<file path="config.mk">
export PLATFORM = sky130hd
export DESIGN_NAME = sdrc_bank_arb
export DESIGN_NICKNAME = d
export VERILOG_FILES = /design/src/rtl/sdrc_bank_arb_pkg.sv /design/src/rtl/sdrc_rr_pick.sv /design/src/rtl/sdrc_bank_arb.sv
export SDC_FILE = /design/constraint.sdc
export NUM_CORES = 1
export LEC_CHECK = 0
export BUFFER_PORTS_ARGS = -buffer_cell sky130_fd_sc_hd__buf_2
export CAP_MARGIN = 20
export CORE_ASPECT_RATIO = 0.6
export CORE_MARGIN = 3
export CORE_UTILIZATION = 43
export CTS_BUF_LIST = sky130_fd_sc_hd__clkbuf_4 sky130_fd_sc_hd__clkbuf_8 sky130_fd_sc_hd__clkbuf_16
export CTS_CLUSTER_SIZE = 8
export DETAILED_ROUTE_END_ITERATION = 6
export PLACE_DENSITY = 0.94
export SYNTH_ARGS = -nofsm -noshare
export SYNTH_HDL_FRONTEND = slang
export SYNTH_SLANG_ARGS = --single-unit
</file>
<file path="constraint.sdc">
create_clock -name clk -period 3.49 [get_ports clk]
set_clock_uncertainty 0.15 [all_clocks]
set_input_delay 0.5235 -clock clk [delete_from_list [all_inputs] [get_ports clk]]
set_output_delay 0.5235 -clock clk [all_outputs]
set_load 0.05 [all_outputs]
</file>
<file path="src/rtl/sdrc_bank_arb_pkg.sv">
// Shared command encodings, ID/length widths and arbiter state for the SDRAM bank arbiter.
// Column commands (RD/WR) carry bit 1 set so the class test is a single bit.
package sdrc_bank_arb_pkg;

  localparam int SDR_REQ_ID_W = 4;
  localparam int REQ_BW       = 12;
  localparam int NBANK        = 4;
  localparam int ADDR_W       = 13;

  typedef enum logic [1:0] {
    OP_PRE = 2'd0,
    OP_ACT = 2'd1,
    OP_RD  = 2'd2,
    OP_WR  = 2'd3
  } op_t;

  typedef enum logic {
    ST_OPEN = 1'b0,
    ST_LOCK = 1'b1
  } arb_state_t;

  function automatic logic is_col(input logic [1:0] cmd);
    return (cmd == OP_RD) || (cmd == OP_WR);
  endfunction

endpackage

</file>
<file path="src/rtl/sdrc_rr_pick.sv">
// Round-robin picker: first set request scanning ptr, ptr+1, ... mod 4.
// Purely combinational; idx is only meaningful when found=1.
module sdrc_rr_pick (
  input  logic [3:0] req,
  input  logic [1:0] ptr,
  output logic       found,
  output logic [1:0] idx
);
  import sdrc_bank_arb_pkg::*;

  // Scan from the farthest offset down so the nearest hit to ptr wins.
  always_comb begin
    found = 1'b0;
    idx   = ptr;
    for (int k = NBANK - 1; k >= 0; k--) begin
      if (req[2'(ptr + 2'(k))]) begin
        found = 1'b1;
        idx   = 2'(ptr + 2'(k));
      end
    end
  end

endmodule

</file>
<file path="src/rtl/sdrc_bank_arb.sv">
// Bank command arbiter: column-over-row priority with age-based row escalation,
// round-robin within a class, and a grant lock held until accept or withdrawal.
module sdrc_bank_arb #(
  parameter int SDR_REQ_ID_W = sdrc_bank_arb_pkg::SDR_REQ_ID_W,
  parameter int REQ_BW       = sdrc_bank_arb_pkg::REQ_BW,
  parameter int MAX_WAIT     = 8
) (
  input  logic                      clk,
  input  logic                      reset_n,
  input  logic [3:0]                b2a_req,
  input  logic [7:0]                b2a_cmd,
  input  logic [51:0]               b2a_addr,
  input  logic [4*SDR_REQ_ID_W-1:0] b2a_id,
  input  logic [4*REQ_BW-1:0]       b2a_len,
  input  logic [3:0]                b2a_start,
  input  logic [3:0]                b2a_last,
  input  logic [3:0]                b2a_wrap,
  output logic [3:0]                a2b_ack,
  output logic                      a2x_req,
  output logic [1:0]                a2x_cmd,
  output logic [1:0]                a2x_ba,
  output logic [12:0]               a2x_addr,
  output logic [SDR_REQ_ID_W-1:0]   a2x_id,
  output logic [REQ_BW-1:0]         a2x_len,
  output logic                      a2x_start,
  output logic                      a2x_last,
  output logic                      a2x_wrap,
  input  logic                      x2a_ack
);
  import sdrc_bank_arb_pkg::*;

  localparam logic [3:0] AGE_MAX = 4'(MAX_WAIT);

  arb_state_t state;
  logic       locked;
  logic [1:0] lock_bank;
  logic [1:0] rr_ptr;
  logic [3:0] age;

  logic [3:0] col_req, row_req;
  logic       col_found, row_found;
  logic [1:0] col_idx, row_idx;
  logic [1:0] open_bank, sel_bank;
  logic       sel_req, accept;

  assign locked = (state == ST_LOCK);

  always_comb begin
    col_req = '0;
    row_req = '0;
    for (int i = 0; i < NBANK; i++) begin
      col_req[i] = b2a_req[i] &  is_col(b2a_cmd[2*i +: 2]);
      row_req[i] = b2a_req[i] & ~is_col(b2a_cmd[2*i +: 2]);
    end
  end

  sdrc_rr_pick u_pick_col (.req(col_req), .ptr(rr_ptr), .found(col_found), .idx(col_idx));
  sdrc_rr_pick u_pick_row (.req(row_req), .ptr(rr_ptr), .found(row_found), .idx(row_idx));

  // Reset gates the request so outputs are quiet while reset_n is low.
  assign open_bank = (row_found && (age == AGE_MAX || !col_found)) ? row_idx : col_idx;
  assign sel_bank  = locked ? lock_bank : open_bank;
  assign sel_req   = reset_n & (locked ? b2a_req[lock_bank] : |b2a_req);
  assign accept    = sel_req & x2a_ack;

  always_comb begin
    a2x_req   = sel_req;
    a2b_ack   = '0;
    a2x_cmd   = '0;
    a2x_ba    = '0;
    a2x_addr  = '0;
    a2x_id    = '0;
    a2x_len   = '0;
    a2x_start = 1'b0;
    a2x_last  = 1'b0;
    a2x_wrap  = 1'b0;
    if (sel_req) begin
      a2b_ack   = accept ? (4'b0001 << sel_bank) : 4'b0000;
      a2x_cmd   = b2a_cmd[sel_bank*2 +: 2];
      a2x_ba    = sel_bank;
      a2x_addr  = b2a_addr[sel_bank*13 +: 13];
      a2x_id    = b2a_id[sel_bank*SDR_REQ_ID_W +: SDR_REQ_ID_W];
      a2x_len   = b2a_len[sel_bank*REQ_BW +: REQ_BW];
      a2x_start = b2a_start[sel_bank];
      a2x_last  = b2a_last[sel_bank];
      a2x_wrap  = b2a_wrap[sel_bank];
    end
  end

  always_ff @(posedge clk or negedge reset_n) begin
    if (!reset_n) begin
      state     <= ST_OPEN;
      lock_bank <= '0;
      rr_ptr    <= '0;
      age       <= '0;
    end else begin
      case (state)
        ST_OPEN: if (sel_req && !x2a_ack) begin
          state     <= ST_LOCK;
          lock_bank <= sel_bank;
        end
        ST_LOCK: if (x2a_ack || !b2a_req[lock_bank]) state <= ST_OPEN;
        default: state <= ST_OPEN;
      endcase
      if (accept) rr_ptr <= sel_bank + 2'd1;
      // Age tracks how long pending row work has been passed over.
      if (!(|row_req) || (accept && !is_col(a2x_cmd))) age <= '0;
      else if (age != AGE_MAX) age <= age + 4'd1;
    end
  end

endmodule
</file>
[Yosys cells after proc, flatten, opt, wreduce, memory -nomap -nowiden]
Cells that the tools add are included.
W data, S select, Z words.
Storage, ports and cells
  bits in registers: 9
  bits of input ports: 143
  output and inout bits: 41
  logic and storage cells: 127
Operators by class
  add/subtract/negate cells: 5
  multiply operators: 2
  magnitude comparators: 6
  eq/ne operators: 12
  shift operators: 5
  multiplexer cells: 58
  bitwise operators: 15
  reduce and logical (&&, ||, !) cells: 20
Operators by type and width (number)
  $shiftx A52 B7 Y13: 1
  $shiftx A48 B7 Y12: 1
  $mux W1: 26
  $bmux W1 S2: 12
  $mux W2: 12
  $eq A2 B2 Y1 const B: 10
  $mux W4: 5
  $lt A2 B3 Y1 const B: 6
  $shiftx A16 B5 Y4: 1
  $mux W13: 1
  $mux W12: 1
  $and A1 B1 Y1: 10
  $logic_or A1 B1 Y1: 8
  $reduce_or A4 Y1: 2
  $shiftx A8 B4 Y2: 1
  $mul A2 B4 Y6 const B: 1
  $logic_not A1 Y1: 5
  $not A1 Y1: 5
  $add A2 B1 Y2 const B: 2
  $add A2 B2 Y2 const B: 2
  $add A4 B1 Y4 const B: 1
  $eq A4 B4 Y1 const B: 1
  $mul A2 B2 Y4 const B: 1
  $ne A4 B4 Y1 const B: 1
  5 further kinds: 7

[Depth between registers and ports, before layout]
  depth after elaboration: 22
  depth in mapped cells: 13
  depth with buffers taken out: 10

[By module]
A second synthesis with hierarchy kept.
Unflattened totals
  cell total of the unflattened synthesis: 202
  area, all modules: 2067.0 sq um
By module, submodules not included
  sdrc_bank_arb: instances 1, cells an instance 170, area an instance 1866.8 sq um
  sdrc_rr_pick: instances 2, cells an instance 16, area an instance 100.1 sq um

[Least setup slack after synthesis]
Ideal clock, no wire load.
  path type: input to output
  from: in b2a_req[0]
  to: out a2b_ack[0]
  arrival time: 3.296 ns
  required time: 2.816 ns
  path slack: -0.479 ns
  stages: 9
  buffers on the path: 2
  path through: buf_2 or2b_2 nand4_2 a221o_1 or4_4 nand3_2 inv_2 clkbuf_1 nor3_1
Between the ends
  cells in the longest elaborated chain, start to end: 15
Ends and longest elaborated chain
  start, declared: line sdrc_bank_arb.sv:10  | input logic [3:0] b2a_req,
  $and A1 B1 Y1: line sdrc_bank_arb.sv:52  | col_req[i] = b2a_req[i] & is_col(b2a_cmd[2*i +: 2]);
  $bmux W1 S2: line sdrc_rr_pick.sv:16  | if (req[2'(ptr + 2'(k))]) begin
  $mux W1 (not written as such): line sdrc_rr_pick.sv:16
  $mux W1 (4 in series): line sdrc_rr_pick.sv:16
  $logic_not A1 Y1: line sdrc_bank_arb.sv:61  | assign open_bank = (row_found && (age == AGE_MAX || !col_found)) ? row_idx : col_idx;
  $logic_or A1 B1 Y1: line sdrc_bank_arb.sv:61
  $logic_and A1 B1 Y1: line sdrc_bank_arb.sv:61
  $mux W2 (*): line sdrc_bank_arb.sv:61
  $mux W2 (*): line sdrc_bank_arb.sv:62  | assign sel_bank = locked ? lock_bank : open_bank;
  named net sel_bank[0]: line sdrc_bank_arb.sv:43  | logic [1:0] open_bank, sel_bank;
  $shl A1 B2 Y4 (*): line sdrc_bank_arb.sv:78  | a2b_ack = accept ? (4'b0001 << sel_bank) : 4'b0000;
  $mux W4 (*): line sdrc_bank_arb.sv:78
  $mux W4 (*): line sdrc_bank_arb.sv:77  | if (sel_req) begin
  end, declared: line sdrc_bank_arb.sv:18  | output logic [3:0] a2b_ack,
The timed path passes the listed nets; every way through them passes the cells marked *. The select of a mux whose other input is x is not followed.

[Final worst setup path]
  from: reg rr_ptr[0]
  to: out a2b_ack[1]
Between the ends
  cells in the longest elaborated chain, start to end: 15
Ends and longest elaborated chain
  start, declared: line sdrc_bank_arb.sv:37  | logic [1:0] rr_ptr;
  start signal, assigned: line sdrc_bank_arb.sv:105  | if (accept) rr_ptr <= sel_bank + 2'd1;
  $add A2 B2 Y2: line sdrc_rr_pick.sv:16, sdrc_rr_pick.sv:18
  $bmux W1 S2: line sdrc_rr_pick.sv:16
  $mux W1 (not written as such): line sdrc_rr_pick.sv:16
  $mux W1 (4 in series): line sdrc_rr_pick.sv:16
  $logic_not A1 Y1: line sdrc_bank_arb.sv:61
  $logic_or A1 B1 Y1: line sdrc_bank_arb.sv:61
  $logic_and A1 B1 Y1: line sdrc_bank_arb.sv:61
  $mux W2 (*): line sdrc_bank_arb.sv:61
  $mux W2 (*): line sdrc_bank_arb.sv:62
  $shl A1 B2 Y4 (*): line sdrc_bank_arb.sv:78
  $mux W4 (*): line sdrc_bank_arb.sv:78
  $mux W4 (*): line sdrc_bank_arb.sv:77
Mark *: on every way between the ends. The rest lies on a longest branch, timed or not. The select of a mux whose other input is x is not followed.

==> impl_metrics.tcl <==
set metrics [dict create \
    syn_nets 555 \
    grt_usage_pct 28.5 \
    areaGrowthSynthToFinish_pct 81.7 \
    yosys_warnings 0 \
    reg2reg_from "rr_ptr[0]" \
    portBuffers 183 \
    routedWlPerCell_um 18.3 \
    synth_async_sr_flop_share_pct 100 \
    cp_common_cell "inv_4" \
    synth_commonest_cells "nand3_1 (68), a31oi_1 (67), inv_1 (42), and4_1 (33), clkbuf_1 (31)" \
    clkTransAtPathRegs_ps 40 \
    yosysUniqueCellTypes 58 \
    cts_tree "yes" \
    post_drt_via_cell_ratio 6.15 \
    cpPeakStageDelay_ps 570 \
    required_ps 2820 \
    antenna_found_initial 0 \
    min_period_over_period_pct 99.1 \
    avgSynthCellArea_sq_um 6.42 \
    synth-edff-count 0 \
    ys_ff_latch 9 \
    cp-start-kind "flop" \
    synth_area_sq_um 2620 \
    synth_top_cell_by_area "a31oi_1" \
    root_buffer "clkbuf_8" \
    drv_slew 0 \
    yosysTopAreaCellShare_pct 16.0 \
    grt_first_pass_wirelength_um 16700 \
    cts_num_sinks 9 \
    drtIter0Drc 473 \
    rsz0062_at_grt "yes" \
    power.density_nw_per_um2 852 \
    vdd_drop_max_mv 0.511 \
    cp_num_cells 9 \
    grt_max_degree 52 \
    worstPathArrival_ps 2780 \
    worstMarginPinSlew_ps 509 \
    globalRouteOverflowTotal 0 \
    critical_path_class "flop to output pin" \
    ant_nets 0 \
    leakagePower_nw 2.08 \
    synth.most_common_cell "nand3_1" \
    crit_chain "inv_4, mux4_2, or4_4, nand3_4, inv_4, buf_12, ha_1, and3_1, buf_6" \
    netlist_instances 408 \
    dieWidth_um 107 \
    drc 0 \
    setup_viol 0 \
    place_hpwl_um 8600 \
    hold_viol 0 \
    crit_path_max_fanout 19 \
    gp_congestion 1.01 \
    fmax_mhz 289 \
    nNetsFinal 730 \
    ys.flop_type "dfrtp_1" \
    relSlewSlack_pct 65.9 \
    path_buf_inv 4 \
    cap_violations 0 \
    rr_endpoint "age[0]" \
    dieArea_sq_um 7100 \
    holdBufCountCts 0 \
    drive_gt1_share_pct 54.5 \
    rrSetupSlack_ps 610 \
    whs_ps 8.79 \
    outcome "finished, final reports clean" \
    p_total_mw 4.05 \
    core_area_sq_um 5730 \
    end_kind "output pin" \
    row_count 21 \
    cp_top_family "simple AND/OR/NAND/NOR gates" \
    cpMaxStageDelayCell "mux4_2" \
    fp.dieH_um 66.5 \
    drtPass1Iterations 5 \
    initial_utilization_pct 45.7 \
    h-tree-depth 1 \
    synthTopCellsByArea "a31oi_1 (16%), nand3_1 (13%), and4_1 (11%)" \
    first_global_vias 3614 \
    via_count 4074 \
    hp-class "input port to asynchronous set/reset pin" \
    seq_area_frac_synth_pct 8.60 \
    numCtsBuffers 3 \
    r2r_cells 8 \
    wl_um 12100 \
    clock_path_buffers 2 \
    min_period_ps 3460 \
    clock_latency_ps 230 \
    ios 184 \
    antenna_cells 0 \
]
==> final cells by class <==
class	instances	area [sq um]
multi-input combinational	302	2650
timing repair buffer	223	1570
fill	366	967
sequential	9	226
inverter	44	170
tap	80	100
clock buffer	4	48.8
==> cell usage in the layout, fill, tap and decap left out, types with 9 or more instances in the layout <==
cell / n
buf_4: 34
buf_2: 147
nand3_1: 60
buf_6: 30
and4_1: 33
a31oi_1: 32
buf_12: 10
a21oi_1: 9
a31oi_4: 31
inv_1: 40
o21ai_1: 14
nand2_1: 10
o21ai_2: 18
==> flip-flops by register name, summed over array words and instances (netlist names) <==
name and flops:
rr_ptr 2, locked 1, lock_bank 2, age 4
==> how the worst max path moves through the flow <==
stage / from / end / slack (ps)
CTS: rr_ptr[0] / a2x_len[11] / 0.07
global route: b2a_req[1] / a2x_len[11] / -50
finish: rr_ptr[0] / a2b_ack[1] / 30
detailed placement: b2a_req[3] / a2x_addr[7] / -90
floorplan: b2a_req[0] / a2b_ack[0] / -50
global placement: b2a_req[3] / a2x_len[0] / -30
==> metrics by stage <==
step	instance area [sq um]	setup WS (ps)	util, %	setup TNS (ps)	cells
floorplan	3100	-52.1	-	-129	408
global placement	4290	-29.3	75.0	-136	655
detailed placement	4290	-92.9	75.0	-1210	655
CTS	4570	0.0679	79.9	0	661
global route	4760	-49.5	83.1	-500	662
finish	4760	32.8	83.1	0	662
==> logic make-up after synthesis <==
family | synth area share [%]
buffers and inverters | 15.4
flip-flops | 8.60
AND/OR/NAND/NOR | 35.3
adder cells (fa/ha/maj) | 1.91
AO/OA/AOI/OAI | 33.5
multiplexers | 4.30
XOR/XNOR | 1.00
==> metal layers <==
metal / vias up / GRT usage, % / wire, um
met4: 0 / 8.29 / 267
met2: 244 / 49.9 / 6090
met5: - / 0 / 0
met3: 34 / 4.84 / 1150
li1: 1909 / - / -
met1: 1887 / 36.2 / 4610
==> where the power goes <==
group          internal [mW]  switching, mW  total, mW
Clock                 0.0873         0.0406      0.128
Sequential             0.148         0.0656      0.214
Combinational           1.44           2.27       3.71
==> repair_timing <==
action | in CTS | in global routing
cloned | 0 | 1
resized for setup | 94 | 41
endpoints found under the setup margin | 38 | 38
buffers inserted | 2 | 0
pin swaps | 5 | 3
Note: power is estimated with default switching activity, not from simulation.
